$ cat config.mk
export PLATFORM = sky130hd
export DESIGN_NAME = axi_lite_master
export DESIGN_NICKNAME = d
export VERILOG_FILES = /design/src/rtl/axi_lite_pkg.sv /design/src/rtl/axi_lite_master.sv
export SDC_FILE = /design/constraint.sdc
export NUM_CORES = 1
export LEC_CHECK = 0
export BUFFER_PORTS_ARGS = -buffer_cell sky130_fd_sc_hd__buf_2
export CORE_MARGIN = 8
export CORE_UTILIZATION = 47
export DETAILED_ROUTE_END_ITERATION = 7
export PLACE_DENSITY = 0.79
export RECOVER_POWER = 50
export SYNTH_ARGS = -nofsm -noshare
export SYNTH_HDL_FRONTEND = slang
export SYNTH_SLANG_ARGS = --single-unit
export TNS_END_PERCENT = 20
$ cat constraint.sdc
create_clock -name ACLK -period 2.7 [get_ports ACLK]
set_clock_uncertainty 0.2 [all_clocks]
set_input_delay 0.27 -clock ACLK [delete_from_list [all_inputs] [get_ports ACLK]]
set_output_delay 0.27 -clock ACLK [all_outputs]
set_load 0.02 [all_outputs]
$ cat src/rtl/axi_lite_pkg.sv
// Shared definitions for the AXI4-Lite initiator: response codes and FSM state encoding.
package axi_lite_pkg;

   localparam logic [1:0] RESP_OKAY   = 2'b00;
   localparam logic [1:0] RESP_EXOKAY = 2'b01;
   localparam logic [1:0] RESP_SLVERR = 2'b10;
   localparam logic [1:0] RESP_DECERR = 2'b11;

   typedef enum logic [5:0] {
      ST_IDLE    = 6'b000001,
      ST_WR_REQ  = 6'b000010,
      ST_WR_RESP = 6'b000100,
      ST_RD_REQ  = 6'b001000,
      ST_RD_RESP = 6'b010000,
      ST_DONE    = 6'b100000
   } state_t;

endpackage

$ cat src/rtl/axi_lite_master.sv
// Single-outstanding AXI4-Lite initiator: one command in, one AW/W/B or AR/R
// transaction out, one-cycle result pulse back.
//
// state   | meaning
// IDLE    | cmd_ready high, waiting for a command
// WR_REQ  | AW and W presented; each drops on its own handshake
// WR_RESP | BREADY high, waiting for BVALID
// RD_REQ  | ARVALID high, waiting for ARREADY
// RD_RESP | RREADY high, waiting for RVALID
// DONE    | rsp_valid pulse, then back to IDLE
module axi_lite_master
   import axi_lite_pkg::*;
#(
   parameter int ADDR_W = 32,
   parameter int DATA_W = 32
) (
   input  logic                ACLK,
   input  logic                ARESET,
   input  logic                cmd_valid,
   output logic                cmd_ready,
   input  logic                cmd_write,
   input  logic [ADDR_W-1:0]   cmd_addr,
   input  logic [DATA_W-1:0]   cmd_wdata,
   input  logic [DATA_W/8-1:0] cmd_wstrb,
   output logic                rsp_valid,
   output logic [DATA_W-1:0]   rsp_rdata,
   output logic [1:0]          rsp_resp,
   output logic [ADDR_W-1:0]   AWADDR,
   output logic                AWVALID,
   input  logic                AWREADY,
   output logic [DATA_W-1:0]   WDATA,
   output logic [DATA_W/8-1:0] WSTRB,
   output logic                WVALID,
   input  logic                WREADY,
   input  logic [1:0]          BRESP,
   input  logic                BVALID,
   output logic                BREADY,
   output logic [ADDR_W-1:0]   ARADDR,
   output logic                ARVALID,
   input  logic                ARREADY,
   input  logic [DATA_W-1:0]   RDATA,
   input  logic [1:0]          RRESP,
   input  logic                RVALID,
   output logic                RREADY
);

   state_t state;
   logic   aw_done;
   logic   w_done;
   logic   aw_fire;
   logic   w_fire;
   logic   wr_req_done;

   assign aw_fire     = AWVALID & AWREADY;
   assign w_fire      = WVALID & WREADY;
   assign wr_req_done = (aw_done | aw_fire) & (w_done | w_fire);

   // All outputs are registered and set from the state being entered, so no
   // READY/VALID input ever reaches an output combinationally.
   always_ff @(posedge ACLK or negedge ARESET) begin
      if (!ARESET) begin
         state     <= ST_IDLE;
         aw_done   <= 1'b0;
         w_done    <= 1'b0;
         cmd_ready <= 1'b0;
         rsp_valid <= 1'b0;
         rsp_rdata <= '0;
         rsp_resp  <= RESP_OKAY;
         AWADDR    <= '0;
         AWVALID   <= 1'b0;
         WDATA     <= '0;
         WSTRB     <= '0;
         WVALID    <= 1'b0;
         BREADY    <= 1'b0;
         ARADDR    <= '0;
         ARVALID   <= 1'b0;
         RREADY    <= 1'b0;
      end else begin
         rsp_valid <= 1'b0;
         case (state)
            ST_IDLE: begin
               cmd_ready <= 1'b1;
               if (cmd_valid && cmd_ready) begin
                  cmd_ready <= 1'b0;
                  if (cmd_write) begin
                     AWADDR  <= cmd_addr;
                     WDATA   <= cmd_wdata;
                     WSTRB   <= cmd_wstrb;
                     AWVALID <= 1'b1;
                     WVALID  <= 1'b1;
                     state   <= ST_WR_REQ;
                  end else begin
                     ARADDR  <= cmd_addr;
                     ARVALID <= 1'b1;
                     state   <= ST_RD_REQ;
                  end
               end
            end
            ST_WR_REQ: begin
               if (aw_fire) begin
                  AWVALID <= 1'b0;
                  aw_done <= 1'b1;
               end
               if (w_fire) begin
                  WVALID <= 1'b0;
                  w_done <= 1'b1;
               end
               if (wr_req_done) begin
                  aw_done <= 1'b0;
                  w_done  <= 1'b0;
                  BREADY  <= 1'b1;
                  state   <= ST_WR_RESP;
               end
            end
            ST_WR_RESP: begin
               if (BVALID) begin
                  BREADY    <= 1'b0;
                  rsp_resp  <= BRESP;
                  rsp_valid <= 1'b1;
                  state     <= ST_DONE;
               end
            end
            ST_RD_REQ: begin
               if (ARREADY) begin
                  ARVALID <= 1'b0;
                  RREADY  <= 1'b1;
                  state   <= ST_RD_RESP;
               end
            end
            ST_RD_RESP: begin
               if (RVALID) begin
                  RREADY    <= 1'b0;
                  rsp_rdata <= RDATA;
                  rsp_resp  <= RRESP;
                  rsp_valid <= 1'b1;
                  state     <= ST_DONE;
               end
            end
            ST_DONE: begin
               cmd_ready <= 1'b1;
               state     <= ST_IDLE;
            end
            default: begin
               cmd_ready <= 1'b0;
               AWVALID   <= 1'b0;
               WVALID    <= 1'b0;
               BREADY    <= 1'b0;
               ARVALID   <= 1'b0;
               RREADY    <= 1'b0;
               aw_done   <= 1'b0;
               w_done    <= 1'b0;
               state     <= ST_IDLE;
            end
         endcase
      end
   end

endmodule

After elaboration in Yosys (flattened, before gate mapping)
Index checks and enable logic that the tools add are counted.
W data, S select, Z words.

operators by class
  reduce and logical (&&, ||, !) cells = 20
  mux-type cells = 37
  bitwise operators = 11
  equality and inequality tests = 17

operators by type and width
  kind                  number
  $mux W6               5
  $pmux W6 S5           1
  $reduce_or A4 Y1      5
  $mux W1               18
  $ne A2 B2 Y1 const B  9
  $pmux W1 S3           6
  $reduce_and A3 Y1     5
  $reduce_and A4 Y1     3
  $eq A6 B1 Y1 const B  1
  $eq A6 B2 Y1 const B  1
  $eq A6 B3 Y1 const B  1
  $eq A6 B4 Y1 const B  1
  $eq A6 B5 Y1 const B  1
  $eq A6 B6 Y1 const B  1
  $ne A3 B3 Y1 const B  2
  $not A1 Y1            6
  $pmux W1 S2           3
  $reduce_and A2 Y1     3
  $reduce_and A5 Y1     1
  $reduce_or A5 Y1      1
  $mux W2               2
  $mux W4               1
  $pmux W2 S2           1
  $and A1 B1 Y1         3
  3 further kinds       4

storage, ports and cells
  input port bits = 113
  flip-flop bits (word level) = 149
  output and inout port bits = 141

Logic depth before layout (Yosys ltp)
Gate-level depths: netlist of run 1.

  depth after elaboration = 5
  gate-level depth with buffers = 7
  gate-level depth less buffers = 4

Worst setup path after synthesis of run 1
OpenSTA, ideal clock, no wires.

  path type = register to register
  start point = register state[0]
  end point = register rsp_rdata[10]
  arrival = 1.775 ns
  stages on the path, launching flop included = 6
  slack = 0.601 ns
  buffers on the path = 2
  data required time = 2.375 ns
  path through = dfstp_2 > clkbuf_1 > nor2_1 > nand4_1 > clkbuf_1 > mux2_2

on the way
  word-level cells in the longest chain between the ends = 2

ends and longest elaborated chain
  item                         line                    RTL
  start, declared              axi_lite_master.sv:47   state_t state;
  start signal, assigned       axi_lite_master.sv:62   state <= ST_IDLE;
  start signal, assigned       axi_lite_master.sv:91   state <= ST_WR_REQ;
  start signal, assigned       axi_lite_master.sv:95   state <= ST_RD_REQ;
  $eq A6 B5 Y1                 axi_lite_master.sv:80   case (state)
  $reduce_and A2 Y1 (no line)  --
  end signal, assigned         axi_lite_master.sv:67   rsp_rdata <= '0;
  end signal, assigned         axi_lite_master.sv:133  rsp_rdata <= RDATA;
  end, declared                axi_lite_master.sv:26   output logic [DATA_W-1:0] rsp_rdata,

Every way passes these cells.
A chain may end at the register's enable or synchronous reset.

Worst setup path after layout of run 1
  start point = register state[5]
  end point = register state[4]

on the way
  word-level cells in the longest chain between the ends = 3
  elaborated cells on any way between the ends = 12

ends and longest elaborated chain
  item                                        line
  $eq A6 B4 Y1, or another cell as far along  axi_lite_master.sv:80
  $ne A2 B2 Y1 (no line)                      --
  $reduce_and A5 Y1 (no line)                 --

Several ways; a longest one is shown, not always the timed one.

==> qor.csv, run 1 <==
metric,value,unit
status,completed,
async_flop_share,1.00,
cts_root_buf,clkbuf_16,
die_area,0.0162,mm2
path_clk_slew,50,ps
vias,4646,
drive_gt1_frac,0.474,
multiInputGateArea,0.00199,mm2
grt_overflow,0,
drt_wl_total,17.5,mm
detail-route-antenna-nets,0,
worst_slew_pin_slew,1300,ps
ys_ff_latch,149,
slew_headroom,0.134,
post-route-min-period,2440,ps
row_count,40,
reg2reg_slack,260,ps
cts.path.max_buffers,2,
synth_fp_nets,494,
io_buffers,253,
static-leakage-power,0.00440,uW
start_kind,flop,
cts-htree-levels,4,
cts_setup_buffers,0,
fin_crit_sh,0.902,
rsz0062_at_grt,no,
crit_path_max_fanout,11,
synth.cell_area,0.00582,mm2
hold_viol,0,
ios,254,
gp_congestion,0.909,
cts_tree,done,
synth-edff-count,0,
postLayoutCellArea,0.00894,mm2
regArea,0.00373,mm2
drtIter0Drc,234,
arrival,2580,ps
max_cap_violations,0,
setup_tns,0,ps
dpl-instance-area,0.00729,mm2
place.detailed.hpwl,11.9,mm
core,0.0121,mm2
p_per_area,1150,mW/mm2
wl_per_cell,18.8,um
grt_util_all_layers,0.221,
ys.flop_type,dfrtp_1,
clock_sinks,149,
grt_max_degree,54,
ys_warn_count,0,
grt_pass1_vias,5316,
start_util,0.483,
syn_to_final_growth,53.5,%
end_kind,flop,
fp.dieW,127,um
cp.required,2840,ps
irDropWorstVdd,0.781,mV
clk_latency,410,ps
viasPerCell,4.98,
final_nets,864,
slew_violations,0,
hold_class,primary input to flop,
syn-mean-instance-area,15.3,um2
route.detailed.drc,0,
grt_first_pass_wirelength,27.6,mm
antenna_found_initial,2,
ys_seq_area_frac,0.641,
critical_path_class,flop to flop,
dr.pass1.iters,4,
fillers,783,
setup_viol,0,
yosysUniqueCellTypes,33,
cts_resized,0,
die_height,127,um
syn_inst,381,
final_util,0.741,
cts_buffers,17,
fmax,0.411,GHz
[critical path: stages (launching register included)]
cell,delay (ps)
dfrtp_1,500
or4_4,530
nor3b_1,380
nand2_1,100
nand2_1,80
dlygate4sd3_1,580
[worst paths after layout]
kind	end	cells past startpoint	start
max in group asynchronous	WSTRB[1]	3	ARESET
min	rsp_resp[1]	3	RRESP[1]
max reg2reg	state[4]	5	state[5]
min reg2reg	ARADDR[12]	1	ARADDR[12]
min in group asynchronous	AWADDR[7]	2	ARESET
max	state[4]	5	state[5]
[cell type report]
type	count	area share
Tap cell	168	0.0235
Sequential cell	149	0.417
Clock inverter	9	0.0193
Multi-Input combinational cell	212	0.223
Timing Repair Buffer	370	0.262
Antenna cell	2	0.000560
Inverter	1	0.000420
Clock buffer	22	0.0542
[logic make-up (layout without fill, tap and decap cells)]
family	Yosys count	in the layout	synth area share
DFF	149	149	0.641
muxes	136	136	0.263
and+or+nand+nor	47	47	0.0430
AOI/OAI and AO/OA	25	25	0.0299
buffers and inverters	20	402	0.0174
xor gates and xnor gates	4	4	0.00602
other	0	2	0
[timing repair]
action	CTS	global route
hold buffers	109	0
endpoints found under the setup margin	0	0
endpoints found under the hold margin	191	0
[flip-flops by register name (all words and copies together), names as in the netlist, 2 cells and up]
| signal | count |
|---|---|
| ARADDR | 32 |
| AWADDR | 32 |
| WDATA | 32 |
| rsp_rdata | 32 |
| state | 6 |
| WSTRB | 4 |
| rsp_resp | 2 |
[per-layer routing]
metal / part of all wire / global-route usage / routed length (um)
met1: 0.35 / 0.213 / 6080
met2: 0.55 / 0.407 / 9720
met3: 0.057 / 0.0686 / 994
met4: 0.042 / 0.126 / 734
met5: 0 / 0 / 0
[synth_stat cells (2+ instances only)]
library cell	number	area [um2]
buf_2	15	75.1
and3_1	6	37.5
a21oi_1	5	25.0
xor2_1	4	35.0
o22ai_1	2	12.5
mux2_2	136	1530
o22a_1	3	26.3
nor4b_1	2	17.5
and2_1	2	12.5
nor2_1	10	37.5
clkbuf_1	3	11.3
nor3_1	3	15.0
a41oi_1	3	26.3
o21ai_0	5	25.0
nor4_1	2	12.5
dfrtp_1	148	3700
nand2_1	11	41.3
o211a_1	2	20.0
nand3_1	5	25.0
[where the power goes]
part           total (uW)  switching, uW  internal (uW)
clock                2590            863           1730
combinational        3910           2330           1570
sequential           3750            544           3200
total               10200           3740           6500
[layout by cell type, fill, tap and decap left out, types with 3 or more instances in the layout]
master,Yosys,layout
bufinv_16,0,5
clkbuf_1,3,71
clkbuf_16,0,17
mux2_2,136,136
a41oi_1,3,3
a21oi_1,5,5
nor3_1,3,3
nand3_1,5,5
buf_2,15,182
and3_1,6,6
nand2_1,11,10
xor2_1,4,4
clkbuf_8,0,4
nor2_1,10,10
dfrtp_1,148,148
clkinv_2,0,3
buf_4,0,5
o21ai_0,5,5
o22a_1,3,3
dlygate4sd3_1,0,109
[metrics by stage]
| stage | total power, uW | hold slack [ps] | instances | worst slack (ps) |
|---|---|---|---|---|
| 2_1_floorplan | 6130 | -226 | 381 | 601 |
| 3_3_place_gp | 7480 | 52.3 | 791 | 589 |
| 3_5_place_dp | 7660 | 59.1 | 791 | 558 |
| 4_1_cts | 10400 | 1.97 | 931 | 307 |
| 5_1_grt | 10700 | 14.8 | 933 | 92.5 |
| 6_report | 10200 | 14.7 | 933 | 264 |
(Power assumes the default switching activity.)
==> run 2, diff against run 1 <==
- CORE_MARGIN: 8 -> not set
- CORE_UTILIZATION: 47 -> 43
- MAX_ROUTING_LAYER: not set -> met4
- PLACE_DENSITY: 0.79 -> 0.76
- clock period: 2.7 -> 2.01 ns (I/O delays scaled with it)
==> run 2 against run 1 <==
  * Sequential share of layout area decreased by 0.86 points
  * Critical endpoint is now ARVALID
  * Core utilization decreased by 5.2 points
  * Power increased by 32%
  * Critical path depth decreased by 1
  * Via count increased by 1.9%
  * The flow now finishes with violations (setup timing)
==> qor.csv, run 2 (synthesis results as in run 1) <==
metric,value,unit
grt_util_all_layers,0.246,
viasPerCell,4.95,
instances_no_fill,957,
clock_sinks,149,
cts_root_buf,clkbuf_16,
final_nets,883,
grt_first_pass_wirelength,25.8,mm
setup_tns,-7.57,ps
die_area,0.0140,mm2
ios,254,
crit_path_max_fanout,3,
fillers,950,
drive_gt1_frac,0.494,
gp_congestion,0.835,
end_kind,flop,
core,0.0132,mm2
row_count,42,
arrival,2110,ps
gr-usage-met2,0.440,
io_buffers,253,
clk_latency,410,ps
drtIter0Drc,144,
cts_setup_buffers,0,
dr.pass1.iters,4,
max_cap_violations,0,
worst_slew_pin_slew,1310,ps
fp.dieW,118,um
wl_per_cell,17.0,um
cts_tree,done,
grt_max_degree,52,
irDropWorstVdd,0.935,mV
drt_wl_total,16.2,mm
rsz0062_at_grt,yes,
place_ws,-4.29,ps
grtUsageMet3,0.0550,
dpl-instance-area,0.00748,mm2
use_met1,0.258,
post-route-min-period,2020,ps
grt_overflow,0,
place.detailed.hpwl,9.78,mm
vias,4736,
die_height,118,um
slew_violations,0,
status,"complete, but fails checks",
failed_checks,setup timing,
hold_class,flop to flop,
static-leakage-power,0.00450,uW
cts.path.max_buffers,2,
route.detailed.drc,0,
setup_viol,1,
cts-htree-levels,4,
layout_common_cells,"buf_2 (187), dfrtp_1 (147), mux2_2 (136)",
start_kind,flop,
detail-route-antenna-nets,0,
p_per_area,1480,mW/mm2
mostFrequentLayoutCell,buf_2,
fin_crit_sh,1.00,
cp.required,2100,ps
dpl.cell_count,814,
fmax,0.496,GHz
critical_path_class,flop to flop,
fin_ws,-7.57,ps
busiest_layer,met2,
slew_headroom,0.124,
antenna_found_initial,0,
cts_buffers,17,
start_util,0.440,
syn_to_final_growth,56.8,%
n_antenna_cell,0,
grt_pass1_vias,5224,
postLayoutCellArea,0.00913,mm2
hold_viol,0,
path_clk_slew,50,ps
run 2: cell count changes in the layout (fill, tap and decap cells not counted), sizes merged:
cell	change
clkinv	-1
clkbuf	-1
diode	-2
buf	+21
bufinv	-3
dlygate4sd3	+3
clkinvlp	-1
run 2: worst paths after layout:
check                         start  slack (ps)  cells after the start        end
setup / recovery           state[1]          -8                      4    ARVALID
hold / removal             WDATA[6]         300                      1   WDATA[6]
setup reg to reg           state[1]          -8                      4    ARVALID
hold reg to reg            WDATA[6]         300                      1   WDATA[6]
max in group asynchronous    ARESET         220                      3  ARADDR[8]
min in group asynchronous    ARESET         430                      2  WDATA[24]
run 2: report_power, final:
part | internal (uW) | switching [uW]
sequential | 4300 | 712
combinational | 2290 | 3140
clock | 1940 | 1120
run 2: worst max-delay path, cell delays in order, from the launching register on:
cell and delay (ps):
dfrtp_1 380, or4_4 540, or4b_4 500, a41oi_1 210
a21oi_1 70
run 2: stage by stage:
stage / utilization / hold WS [ps] / power [uW]
2_1_floorplan: - / -295 / 8240
3_3_place_gp: 0.565 / -20.4 / 10100
3_5_place_dp: 0.565 / -11.4 / 10300
4_1_cts: 0.693 / 114 / 13600
5_1_grt: 0.689 / 320 / 14200
6_report: 0.689 / 303 / 13500
run 2: cell type report:
type                       instances  area (um2)  area share
multi-input combinational        212        2030       0.223
inverter                           1        3.75    0.000411
tap                              176         220      0.0241
clock buffer                      26         499      0.0547
clock inverter                     4        70.1     0.00767
timing repair buffer             389        2570       0.282
sequential                       149        3730       0.409
run 2: what timing repair did:
item | in CTS | in global routing
gates resized for setup | 2 | 8
endpoints found under the hold margin | 292 | 0
cloned | 0 | 1
pin swaps | 1 | 0
endpoints found under the setup margin | 78 | 110
hold buffers | 112 | 0
run 2: per-layer routing:
layer  routed length, um  vias to the layer above  share of wire
li1                    -                     2132              -
met1                6180                     2383           0.38
met2                8880                      190           0.55
met3                 784                       31          0.048
met4                 386                        0          0.024
met5                   0                        -              0
==> run 3, diff against run 2 <==
- BUFFER_PORTS_ARGS: -buffer_cell sky130_fd_sc_hd__buf_2 -> -buffer_cell sky130_fd_sc_hd__clkbuf_2
==> run 3 against run 2 <==
  * The flow still finishes with violations (setup timing)
  * Sequential share of layout area fell by 0.45 points
  * Global-route usage is 0.52 points lower
  * Largest cell class unchanged
  * Final cell count is 0.21% higher
  * Worst setup slack better by 3.5 ps
  * Non-clock buffer count stayed put
  * Critical path depth did not move
  * Clock-buffer cell count shrank 6
  * Die area unchanged
  * Register-to-register slack hardly changed
  * Routed wire length decreased by 2.4%
  * Power increased by 3.3%
  * Design area increased by 1.1%
==> qor.csv, run 3 (synthesis results as in run 1) <==
metric,value,unit
regArea,0.00373,mm2
hold_class,flop to flop,
irDropWorstVdd,1.08,mV
final_nets,883,
cp.required,2140,ps
drt_wl_total,15.9,mm
slew_headroom,0.255,
row_count,42,
place.detailed.hpwl,9.91,mm
gp_congestion,0.867,
route.detailed.drc,0,
switching_share,0.361,
critical_path_class,flop to flop,
grt_max_degree,44,
min_from,WDATA[3],
slowest_stage,or4_4,
min_to,WDATA[3],
mostFrequentLayoutCell,clkbuf_2,
clk_latency,410,ps
crit_path_max_fanout,3,
drive_gt1_frac,0.540,
syn_to_final_growth,58.6,%
slew_violations,0,
start_util,0.440,
rsz0062_at_grt,yes,
place_ws,-30.5,ps
regToRegEndpoint,ARVALID,
worst_slew_pin_slew,1120,ps
fmax,0.497,GHz
ios,254,
post-route-min-period,2010,ps
fp.dieW,118,um
power_frac_clock,0.251,
end_kind,flop,
die_height,118,um
status,"complete, but fails checks",
grt_pass1_vias,5190,
fin_ws,-4.07,ps
fin_crit_sh,1.00,
critPathLaunch,state[1],
grt_util_all_layers,0.241,
dr.pass1.iters,4,
antenna_found_initial,0,
n_antenna_cell,0,
cts_buffers,17,
combPwrFrac,0.387,
layout_common_cells,"clkbuf_2 (220), dfrtp_1 (147), mux2_2 (136)",
io_buffers,253,
cpLargestDelayFamily,simple AND/OR/NAND/NOR gates,
grt_first_pass_wirelength,25.3,mm
path_clk_slew,60,ps
cts-htree-levels,4,
r2r_start,state[1],
viasPerCell,4.94,
p_int,8900,uW
final_util,0.697,
drtIter0Drc,162,
cts_tree,done,
fillers,943,
clock_sinks,149,
arrival,2150,ps
failed_checks,setup timing,
hold_path_depth,1,
seq_power_share,0.362,
start_kind,flop,
cts.path.max_buffers,2,
setup_viol,1,
die_area,0.0140,mm2
hold_viol,0,
grt_overflow,0,
core,0.0132,mm2
max_cap_violations,0,
cts_setup_buffers,0,
reg2reg_depth,4,
crit_path_max_incr_delay,540,ps
cts_root_buf,clkbuf_16,
p_per_area,1510,mW/mm2
detail-route-antenna-nets,0,
multiInputGateArea,0.00203,mm2
static-leakage-power,0.00463,uW
vias,4735,
cp.buffers_inverters,0,
wl_per_cell,16.5,um
setup_tns,-4.07,ps
cp_cell_sequence,"or4_4, or4b_4, and3_4, a21oi_2",
reg2reg_slack,-4,ps
switchingPower,5040,uW
run 3: cell types whose count changed in the layout (fill, tap and decap cells not counted), moves of 2 or more:
cell | before | now
bufinv_16 | 2 | 5
buf_6 | 2 | 0
buf_2 | 187 | 0
clkbuf_1 | 70 | 35
clkbuf_2 | 1 | 220
inv_6 | 0 | 2
clkinvlp_4 | 0 | 2
buf_4 | 15 | 17
run 3: power by group through the flow:
stage	sequential (uW)	clock (uW)	combinational [uW]
3_5_place_dp	5040	0	5240
6_report	5050	3500	5390
2_1_floorplan	6500	0	1740
5_1_grt	5200	3670	5700
3_3_place_gp	4950	0	5130
4_1_cts	5020	3550	5450
run 3: final cells by class:
type | instances | area share
Sequential cell | 149 | 0.404
Inverter | 1 | 0.000407
Timing Repair Buffer | 389 | 0.280
Tap cell | 176 | 0.0239
Multi-Input combinational cell | 212 | 0.220
Clock buffer | 20 | 0.0505
Clock inverter | 12 | 0.0214
run 3: worst max path at each step:
stage	to	slack (ps)	cells past startpoint
after floorplan	ARVALID	-70	5
after global placement	ARVALID	10	4
after detailed placement	ARADDR[20]	-30	6
after CTS	ARVALID	5	4
after global routing	ARADDR[23]	-40	6
final	ARVALID	-4	4
run 3: routing by layer:
| layer | track usage | share of wire |
|---|---|---|
| met1 | 0.257 | 0.38 |
| met2 | 0.429 | 0.55 |
| met3 | 0.0487 | 0.049 |
| met4 | 0.111 | 0.023 |
| met5 | - | 0 |
run 3: metrics by stage:
stage               power (uW)  cell area, um2  hold WS [ps]  cells
global placement         10100            7470         -48.6    815
global route             14600            9230           319    959
floorplan                 8240            5820          -295    381
CTS                      14000            9280          82.5    959
detailed placement       10300            7470         -42.5    815
finish                   13900            9230           304    959
run 3: repair_timing:
action	CTS	global route
pin swaps	1	1
setup endpoints to repair	81	61
hold buffers	112	0
gates resized for setup	4	5
hold endpoints to repair	292	0
